**src/rtl/seven_segm_ctl.sv**
```systemverilog
// Bus-mapped seven-segment controller: NUM_DIGITS active-low hex digits with blanking, LZS, blink, read-back.
// Latency: register write at edge N shows on HEX after edge N+1; read data valid one cycle after rd.
// Backpressure: none, every wr/rd strobe is accepted on its cycle (back-to-back allowed).
// Optional blink engine is built only when SEVEN_SEGM_BLINK_EN is defined.
module seven_segm_ctl #(
  parameter int ADDRESS           = 0,
  parameter int BUS_ADDR_DATA_LEN = 16,
  parameter int NUM_DIGITS        = 8,
  parameter int BLINK_DIV         = 25000000
) (
  input  logic                         clk,
  input  logic                         rst,
  input  logic [BUS_ADDR_DATA_LEN-1:0] addr,
  input  logic                         wr,
  input  logic                         rd,
  input  logic [7:0]                   bus_in,
  output logic [7:0]                   bus_out,
  output logic [7*NUM_DIGITS-1:0]      HEX
);

  localparam int NB = NUM_DIGITS / 2;

  typedef logic [BUS_ADDR_DATA_LEN-1:0] addr_t;

  localparam addr_t BASE      = addr_t'(ADDRESS);
  localparam addr_t OFF_BLANK = addr_t'(NB);
  localparam addr_t OFF_CTRL  = addr_t'(NB + 1);
  localparam addr_t OFF_BLINK = addr_t'(NB + 2);

  // Nibble i of data_q is digit i; byte k of data_q is DATA[k].
  logic [4*NUM_DIGITS-1:0] data_q;
  logic [NUM_DIGITS-1:0]   blank_q;
  logic                    lzs_q;
  logic [NUM_DIGITS-1:0]   blink_q;
  logic                    phase_q;

  addr_t                   off;
  logic                    in_win;
  logic [7:0]              rd_val;
  logic [7*NUM_DIGITS-1:0] hex_next;

  // The base check keeps addresses below the window from wrapping into it.
  assign off    = addr - BASE;
  assign in_win = (addr >= BASE) && (off <= OFF_BLINK);

  function automatic logic [6:0] seg_decode(input logic [3:0] nib);
    case (nib)
      4'h0: seg_decode = 7'h40;
      4'h1: seg_decode = 7'h79;
      4'h2: seg_decode = 7'h24;
      4'h3: seg_decode = 7'h30;
      4'h4: seg_decode = 7'h19;
      4'h5: seg_decode = 7'h12;
      4'h6: seg_decode = 7'h02;
      4'h7: seg_decode = 7'h78;
      4'h8: seg_decode = 7'h00;
      4'h9: seg_decode = 7'h10;
      4'hA: seg_decode = 7'h08;
      4'hB: seg_decode = 7'h03;
      4'hC: seg_decode = 7'h46;
      4'hD: seg_decode = 7'h21;
      4'hE: seg_decode = 7'h06;
      default: seg_decode = 7'h0E;
    endcase
  endfunction

  // Register file writes: DATA bytes, BLANK mask and the LZS control bit.
  always_ff @(posedge clk or negedge rst) begin
    if (!rst) begin
      data_q  <= '0;
      blank_q <= '1;
      lzs_q   <= 1'b0;
    end else if (wr && in_win) begin
      for (int k = 0; k < NB; k++) begin
        if (off == addr_t'(k)) data_q[8*k +: 8] <= bus_in;
      end
      if (off == OFF_BLANK) blank_q <= bus_in[NUM_DIGITS-1:0];
      if (off == OFF_CTRL)  lzs_q   <= bus_in[0];
    end
  end

`ifdef SEVEN_SEGM_BLINK_EN
  localparam int CW = (BLINK_DIV > 1) ? $clog2(BLINK_DIV) : 1;

  logic [CW-1:0] blink_cnt;
  logic          wr_blink;

  assign wr_blink = wr && in_win && (off == OFF_BLINK);

  // Blink mask plus free-running half-period counter; a BLINK write restarts in the visible phase.
  always_ff @(posedge clk or negedge rst) begin
    if (!rst) begin
      blink_q   <= '0;
      blink_cnt <= '0;
      phase_q   <= 1'b0;
    end else if (wr_blink) begin
      blink_q   <= bus_in[NUM_DIGITS-1:0];
      blink_cnt <= '0;
      phase_q   <= 1'b0;
    end else if (blink_cnt == CW'(BLINK_DIV - 1)) begin
      blink_cnt <= '0;
      phase_q   <= ~phase_q;
    end else begin
      blink_cnt <= blink_cnt + 1'b1;
    end
  end
`else
  // Without the blink engine the mask is permanently clear and nothing ever blinks.
  assign blink_q = '0;
  assign phase_q = 1'b0;
`endif

  // Read mux over the current (pre-write) register contents; unmapped bits read 0.
  always_comb begin
    rd_val = '0;
    for (int k = 0; k < NB; k++) begin
      if (off == addr_t'(k)) rd_val = data_q[8*k +: 8];
    end
    if (off == OFF_BLANK) rd_val = 8'(blank_q);
    if (off == OFF_CTRL)  rd_val = {7'b0, lzs_q};
    if (off == OFF_BLINK) rd_val = 8'(blink_q);
  end

  // Registered read port; drives 0 when idle so it can be OR-ed onto a shared bus.
  always_ff @(posedge clk or negedge rst) begin
    if (!rst) begin
      bus_out <= '0;
    end else begin
      bus_out <= (rd && in_win) ? rd_val : 8'h00;
    end
  end

  // Per-digit display: walk from the top digit down so all_zero covers digit i and everything above it.
  always_comb begin
    logic all_zero;
    logic dark;
    hex_next = '1;
    all_zero = 1'b1;
    dark     = 1'b0;
    for (int i = NUM_DIGITS - 1; i >= 0; i--) begin
      all_zero = all_zero && (data_q[4*i +: 4] == 4'h0);
      dark     = blank_q[i]
               || (lzs_q && (i > 0) && all_zero)
               || (blink_q[i] && phase_q);
      hex_next[7*i +: 7] = dark ? 7'h7F : seg_decode(data_q[4*i +: 4]);
    end
  end

  // Segment outputs registered; reset forces every digit dark.
  always_ff @(posedge clk or negedge rst) begin
    if (!rst) begin
      HEX <= '1;
    end else begin
      HEX <= hex_next;
    end
  end

endmodule

```
**config.mk**
```make
export PLATFORM = sky130hd
export DESIGN_NAME = seven_segm_ctl
export DESIGN_NICKNAME = d
export VERILOG_FILES = /design/src/rtl/seven_segm_ctl.sv
export SDC_FILE = /design/constraint.sdc
export NUM_CORES = 1
export LEC_CHECK = 0
export CORE_MARGIN = 5
export CORE_UTILIZATION = 35
export CTS_BUF_LIST = sky130_fd_sc_hd__clkbuf_2
export CTS_CLUSTER_DIAMETER = 30
export DETAILED_ROUTE_END_ITERATION = 12
export PLACE_DENSITY = 0.52
export SETUP_SLACK_MARGIN = 0.05
export SLEW_MARGIN = 10
export SYNTH_ARGS = -nofsm -noshare
export SYNTH_HDL_FRONTEND = slang
export SYNTH_SLANG_ARGS = --single-unit
```
**constraint.sdc**
```tcl
create_clock -name clk -period 4.5 [get_ports clk]
set_input_delay 0.45 -clock clk [delete_from_list [all_inputs] [get_ports clk]]
set_output_delay 0.45 -clock clk [all_outputs]
set_load 0.01 [all_outputs]
```
==> results by group <==
Pwr
  – Combinational share of power: 0.049
  – Switching Fraction: 0.2440
  – Pint: approximately 1.1 mW
  – Pwr Density: 206.4 nW/um2
  – Clock power frac: 0.298
  – Leak: 2.917 nW
  – Switching pwr: 355.2 uW
  – Max VDD drop: 97.58 uV
  – Register share of total power: 0.653
  – Tot Pwr: ~1.5 mW

Floorplan
  – Die Area: between 15,000 and 20,000 um2
  – Initial core utilization: 0.3564
  – Die Wd: 139.7 um
  – Die H: 139.7 um
  – Number of I/O pins: 92
  – Core box area: 16,520 um2
  – # rows: 47

Yosys
  – Synth cell types: 54
  – Number of synthesized flops with an enable pin: 0
  – Post-Synthesis Cells: 557
  – Area leader, netlist: dfstp_2
  – Mapped cell area: 5889 um2
  – Ys flop type: dfstp_2
  – Most frequent cells after synthesis: 64 x dfstp_2, 57 x nand2_1, 44 x mux2_2, 43 x ha_1, 41 x dfrtp_1
  – Seq cells post-synth: roughly 110
  – Mean post-synth cell area: roughly 11 um2
  – Synth Net Count: 628
  – Async S/R FF share, synth: 1.000
  – Syn. warnings: 0
  – Count leader, synth: dfstp_2
  – Sequential element share of the synthesized area: 0.4597
  – Top cell type's share of synthesized area: 0.2855
  – Ranking of synthesized cells by area: dfstp_2 29%, dfrtp_1 17%, ha_1 9.1%

Critical path
  – Reg2reg end: HEX[20]$_DFF_PN1_
  – Reg2reg setup slack: 1.84 ns
  – R2r startpoint: data_q[12]$_DFFE_PN0P_
  – CP max FO: 7
  – Setup crit start kind: flip-flop
  – Worst reg-to-reg path cell count: 6
  – Worst Path Arrival: 3.16 ns
  – CP endpoint kind: flip-flop
  – Critical Path RT: 5.00 ns
  – Kind of critical path: reg2reg

STA
  – Max-slew violation count: 0
  – RSZ-0062 raised after global routing: false
  – Hold Slack: slightly below 0.5 ns
  – Worst slew pin tran: 0.8956 ns
  – Worst slew margin: 0.4029
  – Final setup fails: 0
  – Clk_skew: 0.01718 ns
  – Final hold violations: 0
  – Fin crit share: 0.5904
  – Min cycle time layout: 2.657 ns
  – Fmax: 0.3764 GHz
  – Setup TNS: 0 ns

Clocking
  – Clk slew on worst S/H paths: approximately 0.27 ns
  – CTS Sinks: about 110
  – Insertion delay to the later sink of the worst-skew pair: a little over 0.6 ns
  – H-tree depth: 3
  – Post-CTS Setup Bufs: 0
  – CTS buffer count: 9
  – TritonCTS clock tree: yes
  – Root Buffer: clkbuf_2
  – Clock Tree Buf Depth: 2

Detailed routing
  – Residual DRC count: 0
  – Antenna-violating nets left: 0
  – WL/cell: around 17 um
  – Routed via count: 4,318
  – Iter 0 DRT Violations: 270
  – Via/cell ratio: 5.074
  – Drt first pass iters: 4
  – Final wirelength: 14,400 um

Placed design
  – Dpl cell area: 6935 um2
  – Hpwl dp: 10,650 um
  – Port bufs: 91
  – Gpl congestion: 0.8529

Global route
  – Wire length of the first global-routing pass: ~24,000 um
  – GRT Residual Overflow: 0
  – Initial antenna violation count: 1
  – Vias in the first global route: between 4,000 and 5,000
  – Total GRT Usage: 0.1502
  – Largest net degree at the start of global routing: 73

Job
  – Max-Cap Viols: 0

Worst hold path
  – Hold Path Class: in2async

Finish
  – Share of cells above drive strength 1: 0.2190
  – Final nets: between 600 and 700
  – Final instance area: 7054 um2
  – Layout area overhead: 19.78%

Run status
  – Status: complete, no violations
## per-layer routing
| metal | part of all wire | up-vias | track usage |
|---|---|---|---|
| li1 | - | 2123 | - |
| met1 | 0.46 | 2091 | 0.2050 |
| met2 | 0.48 | 96 | 0.2428 |
| met3 | 0.050 | 8 | 0.02607 |
| met4 | 0.011 | 0 | 0.04946 |
| met5 | 0 | - | 0 |
## cell usage in the layout (no fill, tap or decap), types with 5 or more instances in the layout
cell type        count
nand3_1             12
dfrtp_1             41
a21o_1               5
nand2_1             57
nand2b_1            18
dfstp_2             64
nor2b_1              9
clkdlybuf4s50_1     90
mux2_2              44
clkbuf_2             9
a221oi_1             6
a21oi_1             13
nor3_1               9
mux2i_1             11
a211o_1              5
inv_1               29
ha_1                43
nor2_1              37
o2bb2ai_1            7
o311ai_0            18
o21ai_0             17
o211ai_1            23
## critical path, stage by stage (launching register included)
cell,delay (ns)
dfrtp_1,0.54
inv_1,0.15
ha_1,0.21
or3b_2,0.52
nor3b_1,0.47
a41oi_1,0.40
o311ai_0,0.25
## worst max path at each step
| stage | start | endpoint | slack (ns) |
|---|---|---|---|
| 4_1_cts | data_q[12]$_DFFE_PN0P_ | HEX[20]$_DFF_PN1_ | 1.86 |
| 5_1_grt | data_q[12]$_DFFE_PN0P_ | HEX[20]$_DFF_PN1_ | 1.69 |
| 6_report | data_q[12]$_DFFE_PN0P_ | HEX[20]$_DFF_PN1_ | 1.84 |
| 3_3_place_gp | addr[2] | data_q[18]$_DFFE_PN0P_ | 1.59 |
| 3_5_place_dp | addr[2] | data_q[18]$_DFFE_PN0P_ | 1.53 |
| 2_1_floorplan | data_q[16]$_DFFE_PN0P_ | HEX[12]$_DFF_PN1_ | 2.52 |
## power groups by stage
stage          Sequential (mW)  Clock [mW]  Combinational, mW
4_1_cts                  0.951       0.462             0.0735
2_1_floorplan            0.963           0             0.0162
3_5_place_dp             0.963           0             0.0726
5_1_grt                  0.952       0.494             0.0790
6_report                 0.951       0.434             0.0716
3_3_place_gp             0.963           0             0.0708
## what timing repair did
item | CTS | global route
hold buffers | 1 | 0
endpoints found under the hold margin | 19 | 0
gates resized for setup | 0 | 0
## per-stage QoR
stage / instances / worst slack [ns] / util
CTS: 850 / 1.858 / 0.4267
global placement: 833 / 1.594 / 0.4197
global route: 851 / 1.695 / 0.4269
finish: 851 / 1.843 / 0.4269
floorplan: 557 / 2.523 / -
detailed placement: 833 / 1.531 / 0.4197
## kinds of logic after synthesis
family                     synth area share
AOI/OAI and AO/OA                    0.1423
adders and majority gates           0.09135
buffers and inverters               0.04313
DFF                                  0.4597
muxes                                0.1143
and+or+nand+nor                      0.1491
## registers in the layout, summed over array words and instances, names as in the netlist
register and count:
HEX 56, data_q 32, blank_q 8, bus_out 8, lzs_q 1
## final cells by class
class / count / area (um2)
Clock inverter: 7 / 61.31
Sequential cell: 105 / 2708
Clock buffer: 9 / 45.04
Multi-Input combinational cell: 387 / 2928
Timing Repair Buffer: 93 / 925.9
Antenna cell: 1 / 2.502
Tap cell: 220 / 275.3
Fill cell: 1577 / 9470
Inverter: 29 / 108.9
Note: power is estimated with default switching activity, not from simulation.
